**src/rtl/jk_sat_counter.sv**
```systemverilog
// Saturating up-counter with asynchronous active-low reset and synchronous clear.
module jk_sat_counter #(
  parameter int CNT_W = 16
) (
  input  logic             clk,
  input  logic             reset,
  input  logic             clr,
  input  logic             inc,
  output logic [CNT_W-1:0] cnt
);

  logic [CNT_W-1:0] r_cnt;

  // Count register: holds at all-ones instead of wrapping.
  always_ff @(posedge clk or negedge reset) begin
    if (!reset) begin
      r_cnt <= '0;
    end else if (clr) begin
      r_cnt <= '0;
    end else if (inc && (r_cnt != {CNT_W{1'b1}})) begin
      r_cnt <= r_cnt + CNT_W'(1);
    end else begin
      r_cnt <= r_cnt;
    end
  end

  assign cnt = r_cnt;

endmodule

```
**config.mk**
```make
export PLATFORM = sky130hd
export DESIGN_NAME = jk_sat_counter
export DESIGN_NICKNAME = d
export VERILOG_FILES = /design/src/rtl/jk_sat_counter.sv
export SDC_FILE = /design/constraint.sdc
export NUM_CORES = 1
export LEC_CHECK = 0
export CAP_MARGIN = 40
export CORE_MARGIN = 10
export CORE_UTILIZATION = 53
export CTS_CLUSTER_DIAMETER = 50
export DETAILED_ROUTE_END_ITERATION = 16
export MAX_ROUTING_LAYER = met4
export PLACE_DENSITY_LB_ADDON = 0.05
export SLEW_MARGIN = 20
export SYNTH_ARGS = -nofsm -noshare
export SYNTH_HDL_FRONTEND = slang
export SYNTH_SLANG_ARGS = --single-unit
```
**constraint.sdc**
```tcl
create_clock -name clk -period 5.1 [get_ports clk]
set_clock_uncertainty 0.15 [all_clocks]
set_input_delay 1.02 -clock clk [delete_from_list [all_inputs] [get_ports clk]]
set_output_delay 1.02 -clock clk [all_outputs]
set_load 0.05 [all_outputs]
```
Word-level counts from Yosys, hierarchy flattened
Index checks and enable logic that the tools add are counted.

operators by class
  equality and inequality tests = 1
  mux-type cells = 2
  $add $sub $neg = 1
  reduce and logical (&&, ||, !) cells = 2

operator list
  kind                                            count
  two-way mux 16 bit                              2
  adder 16 x 1 -> 16 bit (second input constant)  1
  != test 16 bit (second input constant)          1
  nonzero test 2 bit                              1
  logical AND 1 bit                               1

storage, ports and cells
  output and inout port bits = 16
  register bits = 16

Longest topological paths before layout
Gate-level depths: netlist of run 1.

  word-level depth = 4
  mapped depth = 6
  mapped depth without buffers = 5

Least setup slack after synthesis of run 1
No wires, ideal clock.

  kind = register to register
  from = register r_cnt[0] (netlist: cnt[0])
  to = register r_cnt[15] (netlist: cnt[15])
  clock period less this slack = 2.266 ns
  path slack = 2.834 ns
  stages on the path, launching flop included = 6
  path buffers = 0
  library setup time = 0.128 ns
  arrival time = 1.988 ns
  cell sequence = dfrtp_1 -> ha_1 -> nand4_2 -> nor4_4 -> nor4_1 -> mux2_1

between the ends
  longest elaborated chain between the ends = 3

RTL lines
  what                                                             line    RTL
  from (decl)                                                      12      logic [CNT_W-1:0] r_cnt;
  from (signal assigned)                                           21      r_cnt <= r_cnt + CNT_W'(1);
  from (signal assigned)                                           23      r_cnt <= r_cnt;
  adder 16 x 1 -> 16 bit / != test 16 bit (equally long branches)  21, 20
  two-way mux 16 bit / logical AND 1 bit (equally long branches)   20      end else if (inc && (r_cnt != {CNT_W{1'b1}})) begin
  two-way mux 16 bit / nonzero test 2 bit (equally long branches)  --

Parallel ways exist; a longest one is shown, timed or not. The select of a mux whose other input is x is not followed.
A chain may end at the register's enable or synchronous reset.

Worst setup path in the final report of run 1
  from = register r_cnt[2] (netlist: cnt[2])
  to = output cnt[2]

RTL lines
  what       line  RTL
  to (decl)  9     output logic [CNT_W-1:0] cnt

No word-level cell between the ends.

==> results of run 1 <==
## placed cells by master (no fill, tap or decap), drive strengths merged
cell and count:
clkdlybuf4s50 19, dfrtp 16, a21oi 11, o31ai 7, nand4 7, or4 7
nand2 6, nor4 5, nor2b 4, nor2 4, mux2 4, o21ai 4
inv 3, nand3 3, clkbuf 3, or3 3, and4 2, and3 2
nand3b 1, o211ai 1, nor3 1, a211oi 1, ha 1
## cell families (layout without fill, tap and decap cells)
family                   count (synthesis)  in the layout  synth area share
AO/OA/AOI/OAI                           24             24             0.162
buffers and inverters                    8             25            0.0398
multiplexers                             4              4            0.0478
flip-flops                              16             16             0.425
adder cells (fa/ha/maj)                  1              1            0.0133
AND/OR/NAND/NOR                         45             45             0.312
## layer usage
layer | vias to the layer above | share of wire
met5 | - | 0
met4 | 0 | 0.017
met3 | 6 | 0.060
met2 | 25 | 0.46
met1 | 401 | 0.47
li1 | 417 | -
## final cells by class
type                    instances  share of cell area
flip-flops and latches         16               0.345
repair buffers                 19               0.164
inverters                       3             0.00971
well taps                      25              0.0270
clock buffers                   3              0.0194
multi-input cells              74               0.435
## cells in the mapped netlist, drive strengths merged (2+ instances only)
cell / instances
dfrtp: 16
a21oi: 11
nand4: 7
o31ai: 7
or4: 7
nand2: 6
nor4: 5
clkbuf: 4
mux2: 4
nor2: 4
nor2b: 4
o21ai: 4
inv: 3
nand3: 3
or3: 3
and3: 2
and4: 2
## metrics by stage
| step | total power [mW] | worst slack (ns) | util | instances | hold slack, ns |
|---|---|---|---|---|---|
| 3_3_place_gp | 0.152 | 2.24 | 0.666 | 137 | 0.427 |
| 5_1_grt | 0.227 | 2.21 | 0.679 | 140 | 0.482 |
| 6_report | 0.215 | 2.31 | 0.679 | 140 | 0.454 |
| 2_1_floorplan | 0.143 | 2.83 | - | 98 | 0.574 |
| 3_5_place_dp | 0.152 | 2.17 | 0.666 | 137 | 0.435 |
| 4_1_cts | 0.217 | 2.29 | 0.679 | 140 | 0.449 |
## worst max path at each step
stage                    to
global placement     cnt[3]
global route         cnt[2]
floorplan           cnt[15]
detailed placement   cnt[3]
finish               cnt[2]
CTS                  cnt[2]
## power by group
| part | switching, mW | internal (mW) |
|---|---|---|
| registers | 0.00165 | 0.128 |
| clock network | 0.0382 | 0.0275 |
| logic | 0.0138 | 0.00598 |
| total | 0.0537 | 0.161 |
==> flow_metrics.env, run 1 <==
export IMPL_status="finished clean"
export IMPL_hold_path_class="reg -> reg"
export IMPL_cts_made_buffers=3
export IMPL_power_density_nw_per_um2=185
export IMPL_ys_warn_count=0
export IMPL_startpoint="cnt[2]"
export IMPL_period_minus_slack_ns=2.79
export IMPL_yosysSeqAreaShare=0.425
export IMPL_cp_arrival_ns=1.62
export IMPL_cts_resized_gates=0
export IMPL_synthesis_area_um2=942
export IMPL_drtAntennaViolNets=0
export IMPL_busiest_layer="met2"
export IMPL_viasPerCell=6.06
export IMPL_synth_seq_cells=16
export IMPL_antenna_cells=0
export IMPL_cp_depth=1
export IMPL_overflow=0
export IMPL_port_buffers=19
export IMPL_relSlewSlack=0.422
export IMPL_cts_root_buffer="clkbuf_4"
export IMPL_finalCritPeriodShare=0.547
export IMPL_vdd_drop_max_uv=153
export IMPL_timing_rr_start="cnt[0]"
export IMPL_tritoncts="yes"
export IMPL_p_leak_nw=0.451
export IMPL_setup_worst_path_end_class="primary output"
export IMPL_die_w_um=62.2
export IMPL_largest_reg_flops=16
export IMPL_post_drt_wl_per_cell_um=15.9
export IMPL_holdPathStages=2
export IMPL_io_pins=20
export IMPL_tns_ns=0
export IMPL_post_cts_buffers=0
export IMPL_wl_mm=2.23
export IMPL_clockBufferDepth=2
export IMPL_h_tree_depth=1
export IMPL_grt_pass1_wl_mm=3.70
export IMPL_synth_area_per_cell_um2=9.61
export IMPL_coreArea_um2=1710
export IMPL_num_rows=15
export IMPL_async_flop_share=1.00
export IMPL_worstPathRequired_ns=3.93
export IMPL_area_growth_pct=23.1
export IMPL_gp_congestion=0.827
export IMPL_drc=0
export IMPL_rrSetupSlack_ns=2.67
export IMPL_netlist_cell_type_count=28
export IMPL_die_h_um=62.2
export IMPL_vias=849
export IMPL_hold_end="cnt[10]"
export IMPL_grt_max_degree=23
export IMPL_path_buf_inv=1
export IMPL_yosys_area_top_type="dfrtp_1"
export IMPL_drv_slew=0
export IMPL_fin_area_um2=1160
export IMPL_drtIter0Drc=30
export IMPL_place_area_um2=1140
export IMPL_crit_family="buffers and inverters"
export IMPL_first_pass_iters=4
export IMPL_synth_edf_count=0
export IMPL_worstSkewPairLatency_ns=0.29
export IMPL_setup_viol=0
export IMPL_clock_sinks=16
export IMPL_r2r_end="cnt[15]"
export IMPL_start_kind="register"
export IMPL_drive_gt1_frac=0.104
export IMPL_grt_use_met2=0.173
export IMPL_fill_cells=139
export IMPL_use_met3=0.0376
export IMPL_cp_max_fo=8
export IMPL_finalHoldViolations=0
export IMPL_ys_flop_type="dfrtp_1"
export IMPL_hp_start="cnt[10]"
export IMPL_initial_core_util=0.552
export IMPL_nNetsFinal=122
export IMPL_synth_cells=98
export IMPL_gr_usage_all_layers=0.116
export IMPL_criticalPathCategory="reg -> out"
export IMPL_maxCapViolCount=0
export IMPL_syn_nets=103
export IMPL_path_clk_slew_ns=0.09
export IMPL_die_area_um2=3860
export IMPL_final_seq_area_um2=400
export IMPL_cp_slowest_stage_delay_ns=0.86
export IMPL_grt_pass1_vias=816
export IMPL_rsz0062_at_grt="no"
export IMPL_cts_hold_buf=0
export IMPL_antenna_found_initial=0
export IMPL_r2r_cells=5
export IMPL_timing_fmax_mhz=358
export IMPL_path_cells="clkdlybuf4s50_1"
export IMPL_multiInputGateArea_um2=504
export IMPL_synth_top_cell_area_share=0.425
export IMPL_critPathSlowestCell="clkdlybuf4s50_1"
export IMPL_place_hpwl_mm=1.57
export IMPL_use_met1=0.137
export IMPL_worst_slew_pin_slew_ns=0.861
export IMPL_ys_top_cells_by_area="dfrtp_1 42%, a21oi_1 5.8%, o31ai_1 5.6%"
(Power assumes the default switching activity.)
==> inputs of run 2 (changes only) <==
--- a/config.mk
+++ b/config.mk
@@ -7,7 +7,7 @@
 export LEC_CHECK = 0
 export CAP_MARGIN = 40
 export CORE_MARGIN = 10
-export CORE_UTILIZATION = 53
+export CORE_UTILIZATION = 44
 export CTS_CLUSTER_DIAMETER = 50
 export DETAILED_ROUTE_END_ITERATION = 16
 export MAX_ROUTING_LAYER = met4
==> constraint.sdc (replaced) <==
create_clock -name clk -period 2.5 [get_ports clk]
set_clock_uncertainty 0.15 [all_clocks]
set_input_delay 0.5 -clock clk [delete_from_list [all_inputs] [get_ports clk]]
set_output_delay 0.5 -clock clk [all_outputs]
set_load 0.05 [all_outputs]
==> run 2 against run 1 <==
Net effect: core utilization is 8.0 points lower; clock power is 110% higher; wire length is 4.1% higher; combinational power is 130% higher; critical endpoint is now cnt[7]; largest cell class unchanged.
==> flow_metrics.env, run 2 (synthesis results as in run 1) <==
export IMPL_largest_reg_flops=16
export IMPL_die_h_um=66.3
export IMPL_area_growth_pct=27.4
export IMPL_die_w_um=66.3
export IMPL_timing_fmax_mhz=441
export IMPL_antenna_cells=0
export IMPL_place_area_um2=1180
export IMPL_period_minus_slack_ns=2.27
export IMPL_tns_ns=0
export IMPL_drtAntennaViolNets=0
export IMPL_cts_root_buffer="clkbuf_4"
export IMPL_vias=893
export IMPL_antenna_found_initial=0
export IMPL_finalHoldViolations=0
export IMPL_p_leak_nw=0.477
export IMPL_worstSkewPairLatency_ns=0.28
export IMPL_drtIter0Drc=31
export IMPL_relSlewSlack=0.608
export IMPL_grt_pass1_wl_mm=3.93
export IMPL_setup_worst_path_end_class="primary output"
export IMPL_crit_family="buffers and inverters"
export IMPL_maxCapViolCount=0
export IMPL_timing_rr_start="cnt[0]"
export IMPL_tritoncts="yes"
export IMPL_place_hpwl_mm=1.74
export IMPL_first_pass_iters=4
export IMPL_r2r_end="cnt[3]"
export IMPL_num_rows=16
export IMPL_post_drt_wl_per_cell_um=15.8
export IMPL_overflow=0
export IMPL_mostFrequentLayoutCells="19 x clkdlybuf4s50_1, 16 x dfrtp_1, 11 x a21oi_1"
export IMPL_wl_mm=2.32
export IMPL_fill_cells=196
export IMPL_criticalPathCategory="reg -> out"
export IMPL_port_buffers=19
export IMPL_worst_slew_pin_slew_ns=0.588
export IMPL_start_kind="register"
export IMPL_cp_max_fo=8
export IMPL_drv_slew=0
export IMPL_grt_max_degree=23
export IMPL_cp_slowest_stage_delay_ns=0.85
export IMPL_initial_core_util=0.471
export IMPL_clockBufferDepth=2
export IMPL_die_area_um2=4390
export IMPL_path_clk_slew_ns=0.09
export IMPL_layout_commonest_cell="clkdlybuf4s50_1"
export IMPL_rsz0062_at_grt="no"
export IMPL_cts_made_buffers=3
export IMPL_post_cts_buffers=0
export IMPL_power_density_nw_per_um2=371
export IMPL_path_buf_inv=1
export IMPL_gr_usage_all_layers=0.114
export IMPL_worstPathRequired_ns=1.85
export IMPL_status="finished clean"
export IMPL_critPathSlowestCell="clkdlybuf4s50_1"
export IMPL_rrSetupSlack_ns=0.47
export IMPL_io_pins=20
export IMPL_r2r_cells=6
export IMPL_hold_path_class="in -> async"
export IMPL_fin_area_um2=1200
export IMPL_cp_arrival_ns=1.62
export IMPL_setup_viol=0
export IMPL_viasPerCell=6.07
export IMPL_grt_pass1_vias=871
export IMPL_drive_gt1_frac=0.142
export IMPL_gp_congestion=0.809
export IMPL_timing_hold_ws_ns=0.379
export IMPL_h_tree_depth=1
export IMPL_cts_hold_buf=0
export IMPL_clock_sinks=16
export IMPL_nNetsFinal=127
export IMPL_drc=0
export IMPL_cts_resized_gates=0
export IMPL_vdd_drop_max_uv=281
export IMPL_coreArea_um2=2000
export IMPL_finalCritPeriodShare=0.906
export IMPL_startpoint="cnt[7]"
export IMPL_path_cells="clkdlybuf4s50_1"
run 2: cell types whose count changed in the layout (fill, tap and decap cells not counted):
| cell | previous run | this run |
|---|---|---|
| buf_4 | 0 | 5 |
run 2: per-layer routing:
metal,vias to the layer above,share of wire,GRT usage
met4,0,0.016,0.0419
li1,430,-,-
met5,-,0,-
met1,437,0.44,0.126
met3,4,0.058,0.0339
met2,22,0.48,0.190
run 2: area by class of cell:
class                           count  area, um2  share of cell area
Sequential cell                    16        400               0.334
Inverter                            3       11.3             0.00938
Clock buffer                        3       22.5              0.0188
Multi-Input combinational cell     74        504               0.420
Tap cell                           27       33.8              0.0282
Timing Repair Buffer               24        228               0.190
run 2: worst max-delay path by stage:
stage / endpoint / slack, ns / cells after the start
after global placement: cnt[3] / 0.15 / 4
after global routing: cnt[2] / 0.16 / 1
after floorplan: cnt[15] / 0.23 / 5
after CTS: cnt[7] / 0.23 / 1
final: cnt[7] / 0.23 / 1
after detailed placement: cnt[3] / 0.10 / 4
run 2: power by group:
part	leakage (nW)	internal (mW)	switching, mW
sequential	0.222	0.261	0.00317
combinational	0.241	0.0153	0.0299
clock	0.0138	0.0558	0.0804
total	0.477	0.332	0.113
run 2: metrics by stage:
stage | util | instances | total power, mW | worst slack, ns
final | 0.599 | 147 | 0.445 | 0.234
after CTS | 0.599 | 147 | 0.451 | 0.225
after global routing | 0.599 | 147 | 0.464 | 0.158
after detailed placement | 0.588 | 144 | 0.315 | 0.102
after floorplan | - | 98 | 0.292 | 0.234
after global placement | 0.588 | 144 | 0.313 | 0.152
